$ cat config.mk
export PLATFORM = sky130hd
export DESIGN_NAME = apb_master
export DESIGN_NICKNAME = d
export VERILOG_FILES = /design/src/rtl/apb_master.sv
export SDC_FILE = /design/constraint.sdc
export NUM_CORES = 1
export LEC_CHECK = 0
export ABC_AREA = 1
export CORE_ASPECT_RATIO = 1.5
export CORE_UTILIZATION = 42
export CTS_CLUSTER_SIZE = 20
export DETAILED_ROUTE_END_ITERATION = 6
export GPL_TIMING_DRIVEN = 0
export PLACE_DENSITY = 0.84
export SETUP_SLACK_MARGIN = 0.1
export SLEW_MARGIN = 25
export SYNTH_ARGS = -nofsm -noshare
export SYNTH_HDL_FRONTEND = slang
export SYNTH_SLANG_ARGS = --single-unit
$ cat constraint.sdc
create_clock -name PCLK -period 3.3 [get_ports PCLK]
set_input_delay 0.33 -clock PCLK [delete_from_list [all_inputs] [get_ports PCLK]]
set_output_delay 0.33 -clock PCLK [all_outputs]
set_load 0.02 [all_outputs]
$ cat src/rtl/apb_master.sv
// APB requester bridge.
// Takes single read/write commands on a valid/ready port and runs the
// APB SETUP -> ACCESS sequence. It waits for PREADY, then reports the
// result on a one-cycle response strobe. A bounded wait aborts transfers
// to a slave that never raises PREADY.
//
// Ports:
//   PCLK, PRESETn         clock; synchronous active-low reset
//   cmd_valid/cmd_ready   command handshake (cmd_ready is combinational)
//   cmd_write/addr/wdata  command payload
//   rsp_valid             one-cycle completion pulse
//   rsp_rdata             read data (0 for writes and timeouts)
//   rsp_timeout           marks a response as a timeout abort
//   PADDR/PWRITE/PWDATA   APB request signals (registered)
//   PSELx/PENABLE         APB phase controls (registered)
//   PREADY/PRDATA         APB slave response
module apb_master #(
  parameter int DATA_WIDTH = 32,
  parameter int ADDR_WIDTH = 16,
  parameter int TIMEOUT    = 16
) (
  input  logic                  PCLK,
  input  logic                  PRESETn,
  input  logic                  cmd_valid,
  output logic                  cmd_ready,
  input  logic                  cmd_write,
  input  logic [ADDR_WIDTH-1:0] cmd_addr,
  input  logic [DATA_WIDTH-1:0] cmd_wdata,
  output logic                  rsp_valid,
  output logic [DATA_WIDTH-1:0] rsp_rdata,
  output logic                  rsp_timeout,
  output logic [ADDR_WIDTH-1:0] PADDR,
  output logic                  PWRITE,
  output logic [DATA_WIDTH-1:0] PWDATA,
  output logic                  PSELx,
  output logic                  PENABLE,
  input  logic                  PREADY,
  input  logic [DATA_WIDTH-1:0] PRDATA
);

  // Counter is wide enough to hold TIMEOUT; at least one bit when disabled.
  localparam int CW = (TIMEOUT == 0) ? 1 : $clog2(TIMEOUT + 1);
  localparam logic [CW-1:0] TLAST = (TIMEOUT == 0) ? '0 : CW'(TIMEOUT - 1);

  typedef enum logic [1:0] {
    IDLE   = 2'd0,
    SETUP  = 2'd1,
    ACCESS = 2'd2
  } state_t;

  state_t        state;
  logic [CW-1:0] wait_cnt;

  assign cmd_ready = PRESETn && (state == IDLE);

  always_ff @(posedge PCLK) begin
    if (!PRESETn) begin
      state       <= IDLE;
      PSELx       <= 1'b0;
      PENABLE     <= 1'b0;
      PADDR       <= '0;
      PWRITE      <= 1'b0;
      PWDATA      <= '0;
      rsp_valid   <= 1'b0;
      rsp_rdata   <= '0;
      rsp_timeout <= 1'b0;
      wait_cnt    <= '0;
    end else begin
      rsp_valid <= 1'b0;
      case (state)
        IDLE: begin
          PSELx   <= 1'b0;
          PENABLE <= 1'b0;
          if (cmd_valid) begin
            PADDR  <= cmd_addr;
            PWRITE <= cmd_write;
            PWDATA <= cmd_wdata;
            // Outputs are registered, so raise PSELx as SETUP is entered.
            PSELx  <= 1'b1;
            state  <= SETUP;
          end
        end

        SETUP: begin
          PSELx    <= 1'b1;
          PENABLE  <= 1'b1;
          wait_cnt <= '0;
          state    <= ACCESS;
        end

        ACCESS: begin
          if (PREADY) begin
            PSELx       <= 1'b0;
            PENABLE     <= 1'b0;
            rsp_valid   <= 1'b1;
            rsp_rdata   <= PWRITE ? '0 : PRDATA;
            rsp_timeout <= 1'b0;
            state       <= IDLE;
          end else if ((TIMEOUT != 0) && (wait_cnt == TLAST)) begin
            PSELx       <= 1'b0;
            PENABLE     <= 1'b0;
            rsp_valid   <= 1'b1;
            rsp_rdata   <= '0;
            rsp_timeout <= 1'b1;
            state       <= IDLE;
          end else if (wait_cnt != '1) begin
            // Saturate rather than wrap when waiting forever.
            wait_cnt <= wait_cnt + 1'b1;
          end
        end

        default: begin
          PSELx   <= 1'b0;
          PENABLE <= 1'b0;
          state   <= IDLE;
        end
      endcase
    end
  end

endmodule

==> impl_metrics.ini <==
[floorplan]
core_mm2 = 0.007612
rows = 39
die-height_um = 110.4
dieArea_mm2 = 0.008200
start_util = 0.4323
io_pins = 171
die_w_um = 74.27

[synthesis]
ys_seq_area_frac = 0.5597
yosys.area_share.simple = 0.2384
synth_top_family_by_area = simple AND/OR/NAND/NOR gates
yosysTopAreaCellShare = 0.5597
synth_compound_area_frac = 0.1422
netlist_area_mm2 = 0.003291
ys_ff_latch = 92
synth_cell_type_count = 22
avgSynthCellArea_um2 = 7.854
syn-instance-count = 419
synth.mux.area_fraction = 0
synth_top_cell_by_area = dfxtp_1
synth_fa_ha_area_frac = 0.01141
synth_area_leaders = dfxtp_1 (56%), nor2_1 (12%), nand2_1 (8.8%)
ys_warn_count = 0
synth_nets = 507
synth_xor_area_frac = 0

[critical_path]
endpoint = cmd_ready
endpoint_kind = output pin
worstPathArrival_ps = 2340
crit_fanout = 10
crit_type = input pin to output pin
rr_startpoint = wait_cnt[0]$_SDFFE_PN0P_
crit_chain = clkdlybuf4s50_1, clkinv_1, clkbuf_1, nor2_1, clkdlybuf4s50_1
required_ps = 2970
startpoint = PRESETn
rrSetupSlack_ps = 1440
startpoint_type = input pin
regToRegEndpoint = rsp_rdata[3]$_SDFFE_PN0P_
reg2reg_depth = 8
cpMaxStageDelayCell = clkdlybuf4s50_1
critPathMaxStageDelay_ps = 660
cp_common_cell = clkdlybuf4s50_1

[layout]
area_growth_pct = 65.13
diodes = 0
final_common_cell = clkdlybuf4s50_1
regArea_mm2 = 0.001842
layout-drive-gt1-share = 0.05950
final_area_mm2 = 0.005434
fillers = 594
layout.nets = 688
final_cell_mix = clkdlybuf4s50_1 (170), nor2_1 (106), dfxtp_1 (92), nand2_1 (77), o21ai_0 (50)
multi_input_area_mm2 = 0.001290
final_util = 0.7138

[sta]
worst_pin_slew_ps = 475.8
fin_crit_ps = 2673
max_freq_mhz = 374.1
setup_tns_ps = 0
period_share = 0.8100
skew_ps = 3.684
maxSlewHeadroom = 0.6828
setup_violations = 0
hold_viol_final = 0
grt_setup_unrepaired = no
maxSlewViolCount = 0

[drt]
routedWlPerCell_um = 12.68
vias = 3382
drtAntennaViolNets = 0
routed_wl_mm = 8.965
first_iter_violations = 122
drt_pass1_iterations = 4
via_per_inst = 4.784
drc_errors = 0

[placement]
placed_area_mm2 = 0.005120
routabilityCongestion = 0.8069
dp_hpwl_mm = 7.012
io_buffers = 170

[clock_network]
ctsLongestPathBuffers = 2
cts_tree = done
clk_latency_ps = 330
numCtsBuffers = 9
clockRootBuffer = clkbuf_16
clock_sinks = 92
path_clk_slew_ps = 60
ctsHtreeMaxLevel = 3
ctsHoldBuffers = 0
post-cts-setup-buffers = 0
cts_resized = 0

[grt]
grt_pass1_vias = 3207
grt_overflow = 0
grt_start_max_net_pins = 15
antenna_found_initial = 0
groute.usage.overall = 0.2253
grt_pass1_wl_mm = 14.34

[pwr]
p_leak_nw = 2.054
vdd_ir_drop_max_uv = 396.4
power_density_mw_per_mm2 = 503.2

[hold_path]
hold_path.class = register to register

[job]
cap_violations = 0

[status]
status = complete, no violations
## per-layer routing
metal	wire length (um)	global-route usage
met1	3213	0.2162
met2	4698	0.4121
met3	911	0.08668
met4	142	0.08931
met5	0	0
## critical path: cells and delay by family
kind / cells / cell delay [ps]
AND/OR/NAND/NOR: 1 / 230
buffers and inverters: 4 / 1790
## cell usage after synthesis
library cell and n:
nor2_1 106, dfxtp_1 92, nand2_1 77, o21ai_0 50, a21oi_1 39, clkbuf_1 13, buf_2 7, nand3_1 7
buf_4 5, inv_1 5, inv_2 4, ha_1 3, nand3_2 2, a21boi_0 1, a31oi_1 1, clkinv_1 1
nand4_1 1, nor2_2 1, nor3_4 1, nor3b_1 1, o21ai_2 1, or2_0 1
## worst min-delay path by stage
stage	startpoint	end	slack, ps	cells past startpoint
2_1_floorplan	PRDATA[0]	rsp_rdata[0]$_SDFFE_PN0P_	470	2
3_3_place_gp	rsp_timeout$_SDFFE_PN0P_	rsp_timeout$_SDFFE_PN0P_	450	2
3_5_place_dp	rsp_rdata[21]$_SDFFE_PN0P_	rsp_rdata[21]$_SDFFE_PN0P_	460	2
4_1_cts	rsp_rdata[21]$_SDFFE_PN0P_	rsp_rdata[21]$_SDFFE_PN0P_	470	2
5_1_grt	rsp_rdata[22]$_SDFFE_PN0P_	rsp_rdata[22]$_SDFFE_PN0P_	480	2
6_report	rsp_rdata[22]$_SDFFE_PN0P_	rsp_rdata[22]$_SDFFE_PN0P_	460	2
## flip-flops by register name (all words and copies together), names as in the netlist, 2 cells and up
signal and cells:
PADDR 16, state 2, PWDATA 32, wait_cnt 5
rsp_rdata 32
## report_power, final
group / internal, mW / total (mW) / switching, mW
combinational: 0.243 / 0.473 / 0.231
clock: 0.649 / 1.05 / 0.401
sequential: 1.18 / 1.21 / 0.0346
total: 2.07 / 2.73 / 0.666
## cell type report
class	count	share of cell area
inverters	10	0.006908
flip-flops and latches	92	0.3389
multi-input cells	292	0.2374
plain buffers	25	0.02233
repair buffers	170	0.3131
clock buffers	13	0.04974
clock inverters	3	0.008059
well taps	102	0.02349
## cell families after synthesis
family          count (synthesis)
compound gates                 92
flops                          92
fa+ha+maj                       3
simple gates                  197
buf+inv                        35
## metrics by stage
stage / hold slack (ps) / total power, mW / setup slack (ps) / cells
finish: 464.9 / 2.734 / 626.9 / 707
global route: 478.9 / 2.852 / 426.6 / 707
CTS: 465.3 / 2.759 / 541.0 / 707
detailed placement: 455.8 / 1.710 / 558.9 / 691
global placement: 449.6 / 1.698 / 562.2 / 691
floorplan: 472.7 / 1.442 / 1774 / 419
(Power assumes the default switching activity.)
